--- config.mk ---
export PLATFORM = sky130hd
export DESIGN_NAME = rts_dcts_input_buffer
export DESIGN_NICKNAME = d
export VERILOG_FILES = /design/src/rtl/rts_dcts_input_buffer.sv
export SDC_FILE = /design/constraint.sdc
export NUM_CORES = 1
export LEC_CHECK = 0
export ABC_AREA = 1
export BUFFER_PORTS_ARGS = -buffer_cell sky130_fd_sc_hd__buf_2
export CORE_MARGIN = 8
export CORE_UTILIZATION = 30
export DETAILED_ROUTE_END_ITERATION = 10
export GPL_TIMING_DRIVEN = 0
export MAX_ROUTING_LAYER = met4
export PLACE_DENSITY_LB_ADDON = 0.2
export SLEW_MARGIN = 20
export SYNTH_ARGS = -nofsm -noshare
export SYNTH_HDL_FRONTEND = slang
export SYNTH_SLANG_ARGS = --single-unit
--- constraint.sdc ---
create_clock -name clk -period 2.16 [get_ports clk]
set_input_delay 0.108 -clock clk [delete_from_list [all_inputs] [get_ports clk]]
set_output_delay 0.108 -clock clk [all_outputs]
set_load 0.01 [all_outputs]
--- src/rtl/rts_dcts_input_buffer.sv ---
// Receive side of the RTS/DCTS link: grants DCTS only when buffer space
// exists, stores one flit per handshake and exposes the FIFO head as valid/ready.
//
// state | meaning
// IDLE  | waiting for RTS with space available
// GRANT | DCTS high; transfer if RTS still high
module rts_dcts_input_buffer #(
    parameter int DATA_WIDTH = 32,
    parameter int DEPTH      = 4
) (
    input  logic                    clk,
    input  logic                    rst,
    input  logic [DATA_WIDTH-1:0]   rx,
    input  logic                    RTS,
    output logic                    DCTS,
    output logic [DATA_WIDTH-1:0]   out_data,
    output logic                    out_valid,
    input  logic                    out_ready,
    output logic [$clog2(DEPTH):0]  fill_count,
    output logic                    proto_err
);
    localparam int PW = $clog2(DEPTH);
    localparam int CW = PW + 1;
    localparam logic [CW-1:0] FULL_C = CW'(DEPTH);

    typedef enum logic {IDLE, GRANT} state_t;

    state_t                  state_q, state_d;
    logic [PW-1:0]           wr_ptr_q, wr_ptr_d;
    logic [PW-1:0]           rd_ptr_q, rd_ptr_d;
    logic [CW-1:0]           fill_q, fill_d;
    logic                    proto_q, proto_d;
    logic [DATA_WIDTH-1:0]   mem_q [DEPTH];
    logic                    wr_en;
    logic                    rd_en;

    always_comb begin
        wr_en   = (state_q == GRANT) && RTS;
        rd_en   = (fill_q != '0) && out_ready;

        // Space check uses the count before any same-cycle pop.
        state_d = IDLE;
        if ((state_q == IDLE) && RTS && (fill_q < FULL_C)) begin
            state_d = GRANT;
        end

        proto_d  = proto_q | ((state_q == GRANT) && !RTS);
        wr_ptr_d = wr_en ? wr_ptr_q + PW'(1) : wr_ptr_q;
        rd_ptr_d = rd_en ? rd_ptr_q + PW'(1) : rd_ptr_q;

        fill_d = fill_q;
        case ({wr_en, rd_en})
            2'b10:   fill_d = fill_q + CW'(1);
            2'b01:   fill_d = fill_q - CW'(1);
            default: fill_d = fill_q;
        endcase
    end

    always_ff @(posedge clk) begin
        if (rst) begin
            state_q  <= IDLE;
            wr_ptr_q <= '0;
            rd_ptr_q <= '0;
            fill_q   <= '0;
            proto_q  <= 1'b0;
        end else begin
            state_q  <= state_d;
            wr_ptr_q <= wr_ptr_d;
            rd_ptr_q <= rd_ptr_d;
            fill_q   <= fill_d;
            proto_q  <= proto_d;
        end
    end

    // Storage is deliberately not reset; pointers define what is valid.
    always_ff @(posedge clk) begin
        if (wr_en) begin
            mem_q[wr_ptr_q] <= rx;
        end
    end

    assign DCTS       = (state_q == GRANT);
    assign out_valid  = (fill_q != '0);
    assign out_data   = mem_q[rd_ptr_q];
    assign fill_count = fill_q;
    assign proto_err  = proto_q;
endmodule

Word-level counts from Yosys, hierarchy flattened:

Memory sizes are Yosys's and may differ from the RTL's. A register that Yosys moved wholly into a read port is not among the register bits.
Index checks and enable logic that the tools add are counted.
W data, S select, Z words.

* output and inout port bits: 38
* latch bits: 0
* RAM bits: 128
* bits of input ports: 36
* memories kept: 1
* ROM bits: 0
* word-level logic and storage cells: 29
* flip-flop bits (word level): 9

* multipliers: 0
* equality and inequality tests: 2
* divide/modulo/power cells: 0
* reduce and logical (&&, ||, !) cells: 8
* order comparisons: 1
* $add $sub $neg: 4
* shift-type cells: 0
* multiplexer cells: 6
* bitwise logic cells: 2

Memory list
* mem_q: depth 4, width 32, rd ports 1, clocked after memory_dff 1, wr ports 1, line 33 `logic [DATA_WIDTH-1:0] mem_q [DEPTH];`

Operators by type and width (count)
* $pmux W3 S2: 1
* $logic_and A1 B1 Y1: 5
* $add A2 B1 Y2 const B: 2
* $mux W2: 2
* $add A3 B1 Y3 const B: 1
* $lt A3 B3 Y1 const B: 1
* $mux W1: 3
* $reduce_bool A3 Y1: 1
* $sub A3 B1 Y3 const B: 1
* $eq A2 B1 Y1 const B: 1
* $eq A2 B2 Y1 const B: 1
* $reduce_bool A2 Y1: 1
* $logic_not A1 Y1: 1
* $not A1 Y1: 1
* $or A1 B1 Y1: 1

Depth between registers and ports, before layout:

* depth after elaboration: 4
* depth in mapped cells: 13
* mapped depth without buffers: 13

Worst setup path before layout:

Ideal clock, no wire load.

* path type: flip-flop to flip-flop
* start point: register state_q (netlist: DCTS)
* end point: memory mem_q[0][0] (enable)
* stages on the path, launching flop included: 3
* path buffers: 0
* data required time: 1.739 ns
* library setup time: 0.421 ns
* path slack: -0.224 ns
* data arrival time: 1.962 ns
* period minus slack after synthesis: 2.384 ns
* cells stage by stage: dfxtp_1 nand2_1 nor2_1

* word-level cells in the longest chain between the ends: 3

Ends and longest elaborated chain
* start, declared: line 28 `state_t state_q, state_d;`
* start signal, assigned: line 67 `state_q <= state_d;`
* $logic_and A1 B1 Y1: line 38 `wr_en = (state_q == GRANT) && RTS;`
* $mux W1: line 77 `if (wr_en) begin`
* $mux W1 (not written as such): line 78 `mem_q[wr_ptr_q] <= rx;`
* end, declared: line 33

No other way between the ends.

Worst setup path in the final report:

* start point: register state_q (netlist: DCTS)
* end point: register fill_q[2] (netlist: fill_count[2])

* word-level cells in the longest chain between the ends: 3
* elaborated cells between the ends (all ways): 5
* those cells by class: 2 x eq/ne; 1 x mux; 2 x reduce/logical

Ends and longest elaborated chain
* $logic_and A1 B1 Y1 (*): line 38
* $eq A2 B1 Y1 or $eq A2 B2 Y1 (tied branches): line 52 `case ({wr_en, rd_en})`
* $pmux W3 S2 or $reduce_bool A2 Y1 (tied branches)
* end signal, assigned: line 70 `fill_q <= fill_d;`
* end, declared: line 31 `logic [CW-1:0] fill_q, fill_d;`

Mark *: on every way between the ends. The rest lies on a longest branch, timed or not.
A chain may end at the register's enable or synchronous reset.

==> results.cfg <==
[synthesis]
synth.distinct_cells = 19
syn-mean-instance-area_um2 = 14.0
async_reset_ff_share_pct = 0
register_bit_total_from_synthesis = 139
yosysSeqAreaShare_pct = 76.7
yosys_warnings = 0
syn_nets = 422
synth-edff-count = 128
netlist_instances = 380
synth_area_leaders = edfxtp_1, nor2_1, dfxtp_1
synth_largest_area_cell = edfxtp_1
synthesis.area_um2 = 5300
dominantRegCellSynth = edfxtp_1
yosys.area.top_type_share_pct = 72.5

[pwr]
power.density_cell_area_nw_per_um2 = 1090
worst_ir_drop_vdd_uv = 566
leakage_nw = 2.55

[worst_setup_path]
cp-end-kind = flip-flop
worst_r2r_startpoint = DCTS
number_of_cells_traversed_by_the_worst_register_to_register_path = 10
endpoint_required_time_on_the_critical_path_ns = 2.47
worst_setup_path_start_kind = flip-flop
crit_reg_reg_endpoint = fill_count[2]
timing.critical_path.fanout_max = 9
worst-endpoint-arrival_ns = 2.21
ff2ff_setup_slack_ns = 0.26
timing.setup.critical_path_class = reg2reg

[sta]
holdWs_ns = 0.0202
setup_viol = 0
drv_slew = 0
fin_tns_setup_ns = 0
report.final.hold_viol_count = 0
share_of_the_clock_period_used_by_the_worst_path_after_layout_pct = 88.2
clock_skews_ns = 0.0126
max_clock_freq_mhz = 525
relSlewSlack_pct = 56.1
layout_min_cycle_time_ns = 1.90
worstMarginPinSlew_ns = 0.657
grt_setup_unrepaired = no

[clocking]
clock_latency_ns = 0.41
cts_inserted_buffers = 17
numClockSinks = 139
clock_h_tree_levels = 4
tritoncts = done
clock_tree.root_cell = clkbuf_16
ctsLongestPathBuffers = 2
clock_pin_slew_worst_setup_and_hold_paths_ns = 0.06
post-cts-setup-buffer-count = 0

[route]
drt_pass1_iterations = 4
routed_wl_um = 12500
vias_per_cell = 4.47
ant_nets = 0
num_vias = 3341
drc_viols = 0
wire_per_inst_um = 16.7
detailed_router_s_first_iteration_violation_count = 164

[grt]
grt_remaining_overflow = 0
wire_length_of_the_first_global_routing_pass_um = 19200
grt_max_degree = 19
antenna_found_initial = 0
first_global_vias = 3546
grt_use_total_pct = 11.9

[finish]
combined_area_of_the_multi_input_logic_cells_um2 = 1030
layout_common_cells = edfxtp_1, buf_2, nor2_1, o21ai_0, dlygate4sd3_1
final_util_pct = 40.7
final_layout_size_suffix_gt1_share_pct = 24.5
regArea_um2 = 4060
layout_area_growth_over_synthesis_pct = 32.7
layout.cells.most_common = edfxtp_1
final_nets = 552
filler_cell_count = 1640
finish.cell_count_without_fillers = 748
antenna_cells = 0

[run]
maxCapViolCount = 0

[place]
hpwlAfterDp_um = 7940
io_buffers = 73
place_inst = 682
finalWeightedCongestion = 0.706

[floorplanning]
die_height_um = 149
num_rows = 48
area_enclosed_by_the_die_boundary_um2 = 22200
die_x_um = 149
io_pins = 74
floorplan.initialDensity_pct = 30.6
total_core_area_um2 = 17300

[worst_hold_path]
timing.hold.worst.start = RTS
min-delay-path-class = in2reg
holdPathStages = 4
hold_end = proto_err

[outcome]
outcome = complete, no violations
==> through the flow <==
stage / power, mW / cell area (um^2) / setup WS, ns
2_1_floorplan: 4.07 / 5300 / -0.224
3_5_place_dp: 4.74 / 6090 / 0.244
4_1_cts: 7.76 / 7040 / 0.225
5_1_grt: 7.98 / 7040 / 0.0566
3_3_place_gp: 4.71 / 5950 / -1.53
6_report: 7.64 / 7040 / 0.255
==> worst max-delay path, stage by stage (launching register included) <==
cell and delay [ns]:
dfxtp_1 0.33, nand2_1 0.41, ha_1 0.26, inv_1 0.07
fa_1 0.38, inv_1 0.07, nand2_1 0.04, nand3_1 0.09
nand2_1 0.06, nand2_1 0.05, nor2_1 0.04
==> power by group <==
group	internal, mW	switching (mW)	total [mW]	leakage, nW
Clock	1.92	1.03	2.94	0.290
Combinational	0.625	1.00	1.63	1.01
Sequential	3.02	0.0447	3.07	1.24
Total	5.57	2.07	7.64	2.55
==> flip-flops by register name, summed over array words and instances (netlist names), named ones only <==
name,count
mem_q,128
fill_count,3
rd_ptr_q,2
wr_ptr_q,2
DCTS,1
proto_err,1
==> metal layers <==
| layer | GRT usage, % | wire, um | up-vias |
|---|---|---|---|
| met5 | - | 0 | - |
| met4 | 4.19 | 62 | 0 |
| met3 | 3.19 | 521 | 5 |
| met2 | 19.5 | 6390 | 67 |
| met1 | 13.8 | 5490 | 1606 |
| li1 | - | - | 1663 |
==> worst max path at each step <==
stage                     start             to  cells past startpoint
after floorplan            DCTS    mem_q[0][0]                      2
after global placement     DCTS    mem_q[3][1]                      2
after detailed placement   DCTS    mem_q[1][1]                      3
after CTS                  DCTS    mem_q[1][4]                      3
after global routing       DCTS  fill_count[2]                      9
final                      DCTS  fill_count[2]                     10
==> cells in the mapped netlist (5+ instances only) <==
cell type / count
ha_1: 5
o22ai_1: 32
dfxtp_1: 11
nand2_1: 12
buf_2: 6
buf_6: 9
o21ai_1: 28
inv_1: 17
a21oi_1: 6
o21ai_0: 40
edfxtp_1: 128
nor2_1: 75
==> layout make-up <==
cell class,count,share of cell area (%)
Sequential cell,139,57.8
Multi-Input combinational cell,203,14.7
Timing Repair Buffer,111,11.6
Clock buffer,19,6.15
Tap cell,225,4.00
Clock inverter,13,2.47
Buffer,19,2.24
Inverter,19,1.12
==> cells by family (layout without fill, tap and decap cells) <==
| family | after synthesis | count (layout) | synth area share (%) |
|---|---|---|---|
| flops | 139 | 139 | 76.7 |
| fa+ha+maj | 6 | 6 | 1.56 |
| simple gates | 91 | 91 | 6.56 |
| compound gates | 106 | 106 | 10.8 |
| buf+inv | 38 | 181 | 4.46 |
==> repair_timing <==
| item | 4_1_cts | 5_1_grt |
|---|---|---|
| hold buffers | 34 | 0 |
| resized for setup | 0 | 0 |
| hold endpoints to repair | 132 | 0 |
No activity file was read; power rests on OpenSTA's default activity.
